$ cat config.mk
export PLATFORM = sky130hd
export DESIGN_NAME = fetch_seq_ctrl
export DESIGN_NICKNAME = d
export VERILOG_FILES = /design/src/rtl/fetch_seq_ctrl.sv
export SDC_FILE = /design/constraint.sdc
export NUM_CORES = 2
export LEC_CHECK = 0
export ABC_CLOCK_PERIOD_IN_PS = 22500
export BUFFER_PORTS_ARGS = -buffer_cell sky130_fd_sc_hd__buf_2
export CORE_MARGIN = 1.5
export CORE_UTILIZATION = 25
export CTS_CLUSTER_SIZE = 8
export DETAILED_ROUTE_END_ITERATION = 7
export PLACE_DENSITY_LB_ADDON = 0.08
export SLEW_MARGIN = 0
export SYNTH_ARGS = -nofsm -noshare
export SYNTH_HDL_FRONTEND = slang
export SYNTH_SLANG_ARGS = --single-unit
$ cat constraint.sdc
create_clock -name clk -period 22.5 [get_ports clk]
set_clock_uncertainty 0.15 [all_clocks]
set_input_delay 1.125 -clock clk [delete_from_list [all_inputs] [get_ports clk]]
set_output_delay 1.125 -clock clk [all_outputs]
set_load 0.005 [all_outputs]
$ cat src/rtl/fetch_seq_ctrl.sv
// rtl/fetch_seq_ctrl.sv - fetch/sequencing controller: PC, branch-target table, ALU flags, run FSM
// Replaces the discrete PC, fixed PC_LUT and flag registers of the 9-bit-ISA core.
module fetch_seq_ctrl #(
    parameter int unsigned D          = 12,
    parameter int unsigned LUT_AW     = 6,
    parameter int unsigned START_PC   = 0,
    parameter int unsigned DONE_PC    = 128,
    parameter int unsigned CW         = 16,
    parameter int unsigned MAX_CYCLES = 0
) (
    input  logic              clk,
    input  logic              reset,
    input  logic              req,
    input  logic              lut_we,
    input  logic [LUT_AW-1:0] lut_waddr,
    input  logic [D-1:0]      lut_wdata,
    input  logic              absjump_en,
    input  logic              reljump_en,
    input  logic [1:0]        br_cond,
    input  logic [LUT_AW-1:0] lut_idx,
    input  logic              pari_in,
    input  logic              zero_in,
    input  logic              sc_in,
    input  logic              flag_en,
    input  logic              sc_clr,
    input  logic              sc_en,
    output logic [D-1:0]      prog_ctr,
    output logic              pc_valid,
    output logic              pariQ,
    output logic              zeroQ,
    output logic              scQ,
    output logic              done,
    output logic              timeout,
    output logic [CW-1:0]     cycles
);

    localparam int unsigned   TAB_N   = 2 ** LUT_AW;
    localparam logic [D-1:0]  START_V = START_PC[D-1:0];
    localparam logic [D-1:0]  DONE_V  = DONE_PC[D-1:0];
    localparam logic [CW-1:0] MAX_V   = MAX_CYCLES[CW-1:0];

    typedef enum logic [1:0] {
        ST_IDLE = 2'd0,
        ST_RUN  = 2'd1,
        ST_DONE = 2'd2
    } state_t;

    state_t        state_q, state_d;
    logic [D-1:0]  pc_q, pc_d;
    logic [CW-1:0] cycles_q, cycles_d;
    logic          pari_q, pari_d;
    logic          zero_q, zero_d;
    logic          sc_q, sc_d;
    logic          done_q, done_d;
    logic          timeout_q, timeout_d;
    logic [D-1:0]  tab_q [TAB_N];

    logic          at_done_pc;
    logic          wd_hit;
    logic          cond_ok;
    logic          taken;
    logic [D-1:0]  target;
    logic [D-1:0]  next_pc;

    assign at_done_pc = (pc_q == DONE_V);
    assign wd_hit     = (MAX_CYCLES != 0) && (cycles_q == MAX_V);
    assign target     = tab_q[lut_idx];

    always_comb begin
        cond_ok = 1'b1;
        case (br_cond)
            2'b00:   cond_ok = 1'b1;
            2'b01:   cond_ok = zero_q;
            2'b10:   cond_ok = ~zero_q;
            default: cond_ok = sc_q;
        endcase
    end

    assign taken = (absjump_en | reljump_en) & cond_ok;

    // Absolute jump wins when both jump kinds are requested; PC arithmetic wraps mod 2**D.
    always_comb begin
        next_pc = pc_q + D'(1);
        if (taken) begin
            if (absjump_en) begin
                next_pc = target;
            end else begin
                next_pc = pc_q + target;
            end
        end
    end

    always_comb begin
        state_d   = state_q;
        pc_d      = pc_q;
        cycles_d  = cycles_q;
        pari_d    = pari_q;
        zero_d    = zero_q;
        sc_d      = sc_q;
        done_d    = done_q;
        timeout_d = timeout_q;
        case (state_q)
            ST_IDLE: begin
                if (req) begin
                    state_d   = ST_RUN;
                    pc_d      = START_V;
                    cycles_d  = '0;
                    pari_d    = 1'b0;
                    zero_d    = 1'b0;
                    sc_d      = 1'b0;
                    done_d    = 1'b0;
                    timeout_d = 1'b0;
                end
            end
            ST_RUN: begin
                if (at_done_pc) begin
                    state_d   = ST_DONE;
                    done_d    = 1'b1;
                    timeout_d = 1'b0;
                end else if (wd_hit) begin
                    state_d   = ST_DONE;
                    done_d    = 1'b1;
                    timeout_d = 1'b1;
                end else begin
                    pc_d = next_pc;
                    if (cycles_q != '1) begin
                        cycles_d = cycles_q + CW'(1);
                    end
                    if (flag_en) begin
                        pari_d = pari_in;
                        zero_d = zero_in;
                    end
                    if (sc_clr) begin
                        sc_d = 1'b0;
                    end else if (sc_en) begin
                        sc_d = sc_in;
                    end
                end
            end
            ST_DONE: begin
                if (!req) begin
                    state_d = ST_IDLE;
                    done_d  = 1'b0;
                end
            end
            default: begin
                state_d = ST_IDLE;
            end
        endcase
    end

    always_ff @(posedge clk or posedge reset) begin
        if (reset) begin
            state_q   <= ST_IDLE;
            pc_q      <= START_V;
            cycles_q  <= '0;
            pari_q    <= 1'b0;
            zero_q    <= 1'b0;
            sc_q      <= 1'b0;
            done_q    <= 1'b0;
            timeout_q <= 1'b0;
        end else begin
            state_q   <= state_d;
            pc_q      <= pc_d;
            cycles_q  <= cycles_d;
            pari_q    <= pari_d;
            zero_q    <= zero_d;
            sc_q      <= sc_d;
            done_q    <= done_d;
            timeout_q <= timeout_d;
        end
    end

    // Table writes are accepted in every state; a same-cycle read still sees the old entry.
    always_ff @(posedge clk or posedge reset) begin
        if (reset) begin
            for (int i = 0; i < TAB_N; i++) begin
                tab_q[i] <= '0;
            end
        end else if (lut_we) begin
            tab_q[lut_waddr] <= lut_wdata;
        end
    end

    assign prog_ctr = pc_q;
    assign pc_valid = (state_q == ST_RUN) & ~at_done_pc & ~wd_hit;
    assign pariQ    = pari_q;
    assign zeroQ    = zero_q;
    assign scQ      = sc_q;
    assign done     = done_q;
    assign timeout  = timeout_q;
    assign cycles   = cycles_q;

endmodule

==> metrics.csv <==
metric,value,unit
dr_total_vias,21569,
dr.pass1.iters,4,
slew_violations,0,
antenna_found_initial,5,
rsz0062_at_grt,no,
drc_errors,0,
holdBufCountCts,0,
multi_input_area,16400,sq um
grt_max_degree,159,
place_area,39800,sq um
critical_path.max_fanout,75,
cts.clk_slew.worst_paths,0.05,ns
synth_cells,2447,
clockBufferDepth,3,
hold_violations,0,
startpoint_type,input pin,
grt_pass1_vias,23395,
h-tree-depth,3,
coreArea,148000,sq um
grt.overflow.total,0,
gp_congestion,0.745,
cts_buffers,112,
seqPwrFrac,44.5,%
start_util,25.3,%
synth_top_area_cell,dfrtp_1,
setup.worst_path.end_class,register,
drive_gt1_share,51.4,%
post_cts_buffers,0,
clock_latency,0.70,ns
rows,141,
total_power,3.96,mW
ys.flop_type,dfrtp_1,
io_buffers,70,
finalWirelength,120000,um
async_reset_ff_share,100,%
internal_power,2.88,mW
dp_hpwl,73300,um
yosysWarnings,0,
die_h,390,um
synth.avg_cell_area,15.3,sq um
fin_area,42800,sq um
synth_top_area_share,53.6,%
netlist_area,37500,sq um
die-width,390,um
syn_nets,2500,
root_buffer,clkbuf_16,
viasPerCell,4.88,
slew_headroom,13.5,%
final_cell_count_no_fill,4420,
dieArea,152000,sq um
fmax,164,MHz
p_leak,19.3,nW
fin_crit_sh,27.2,%
cts_tree,yes,
area_growth,14.3,%
seq_area_frac_synth,53.6,%
p_clk_share,38.5,%
wire_per_inst,27.0,um
ff2ff_setup_slack,18.05,ns
place_inst,4282,
synth_edf_count,0,
finalSetupViolations,0,
io_pins,72,
synth.area.top_cells,"dfrtp_1 (54%), mux2_2 (23%), mux4_2 (14%)",
crit_type,in2reg,
fin_crit,6.11,ns
clock_sinks,802,
drt_iter0_markers,1149,
powerDensity,92.5,nW/um^2
max-vdd-ir-drop,0.0567,mV
fin_setup_tns,0,ns
synth-seq-cells,802,
cts.repair.resized,0,
tightestPinTransition,1.29,ns
r2r_start,tab_q[144],
hold_path.class,in2async,
maxCapViolations,0,
grt_pass1_wl,175000,um
pwr-share-comb,17.1,%
final_cell_mix,"dfrtp_1 (802), mux2_2 (776), mux4_2 (235), clkbuf_16 (114), nand2_1 (78)",
ant_nets,0,
switchingPower,1.08,mW
synth_cell_types,57,
crit_path_start,lut_idx[1],
switching_share,27.3,%
fillers,14760,
final_common_cell,dfrtp_1,
worstPathArrival,6.56,ns
grtUsageTotal,15.9,%
seq_area,20100,sq um
required,22.95,ns
status,finished clean,
final_nets,2519,
[final timing paths]
path                               endpoint  cells past startpoint
worst min-delay path             tab_q[277]                      2
min in group clk                  tab_q[64]                      1
max in group asynchronous        tab_q[423]                      6
worst max-delay path            prog_ctr[8]                     16
worst min register to register    tab_q[64]                      1
worst max register to register  prog_ctr[8]                     12
[power by group through the flow]
stage / clock network [mW] / registers [mW] / logic [mW]
after CTS: 1.59 / 1.76 / 0.693
final: 1.52 / 1.76 / 0.676
after detailed placement: 0 / 1.79 / 0.691
after global placement: 0 / 1.78 / 0.682
after global routing: 1.64 / 1.79 / 0.738
after floorplan: 0 / 1.75 / 0.471
[through the flow]
step / util, % / hold WS (ns) / setup slack, ns
after floorplan: - / 0.324 / 10.22
after global placement: 26.9 / 0.331 / 15.54
after detailed placement: 26.9 / 0.337 / 15.60
after CTS: 28.9 / 0.311 / 16.35
after global routing: 28.9 / 0.354 / 15.95
final: 28.9 / 0.346 / 16.39
[cell families after synthesis]
kind of cell,after synthesis,share of synthesized area (%)
mux,1033,38.0
flops,802,53.6
xor+xnor,22,0.514
compound gates,100,1.77
fa+ha+maj,15,0.521
other cells,1,0.0100
buf+inv,239,2.67
simple gates,235,2.93
[cells in the mapped netlist (5+ instances only)]
cell / count
nand3_1: 16
nor4_1: 8
dfrtp_1: 802
xor2_1: 6
ha_1: 14
a22oi_1: 10
and3_1: 7
or2_2: 6
and2_1: 5
clkbuf_1: 169
buf_2: 19
inv_1: 17
a21oi_1: 24
a211oi_1: 7
nor2b_1: 11
buf_1: 20
xnor2_1: 16
nor2_1: 64
nor3_1: 12
mux2i_1: 22
o211ai_1: 11
nand2_1: 78
nand2b_1: 5
buf_6: 9
o21ai_0: 20
mux4_2: 235
nand4_1: 9
a21o_1: 5
mux2_2: 776
[registers in the layout, indices dropped and copies added, names as in the netlist]
name / flops
prog_ctr: 12
done: 1
tab_q: 768
state_q: 2
scQ: 1
cycles: 16
zeroQ: 1
pariQ: 1
[routing by layer]
metal  vias up  global-route usage, %  routed length [um]
met5         -                      0                  12
met4         2                   5.31                4060
met3       192                   2.76                4480
met2       381                   25.3               55800
met1     11867                   21.9               55100
li1       9127                      -                   -
[worst max-delay path: stages]
cell	delay (ns)
buf_8	0.57
buf_4	0.71
buf_4	0.61
mux4_2	0.40
mux4_2	0.51
mux2_2	0.32
nor2_1	0.13
a21oi_1	0.06
ha_1	0.26
fa_1	0.42
a21o_1	0.18
a21oi_1	0.33
o21ai_0	0.15
o41ai_1	0.36
xor2_1	0.12
a211oi_1	0.21
[area by class of cell]
| type | count | area share, % |
|---|---|---|
| clock inverters | 3 | 0.0789 |
| inverters | 18 | 0.167 |
| multi-input cells | 1406 | 38.4 |
| repair buffers | 126 | 1.95 |
| well taps | 1930 | 5.64 |
| flip-flops and latches | 802 | 46.9 |
| clock buffers | 133 | 6.90 |
| diodes | 2 | 0.0117 |
(Power assumes the default switching activity.)
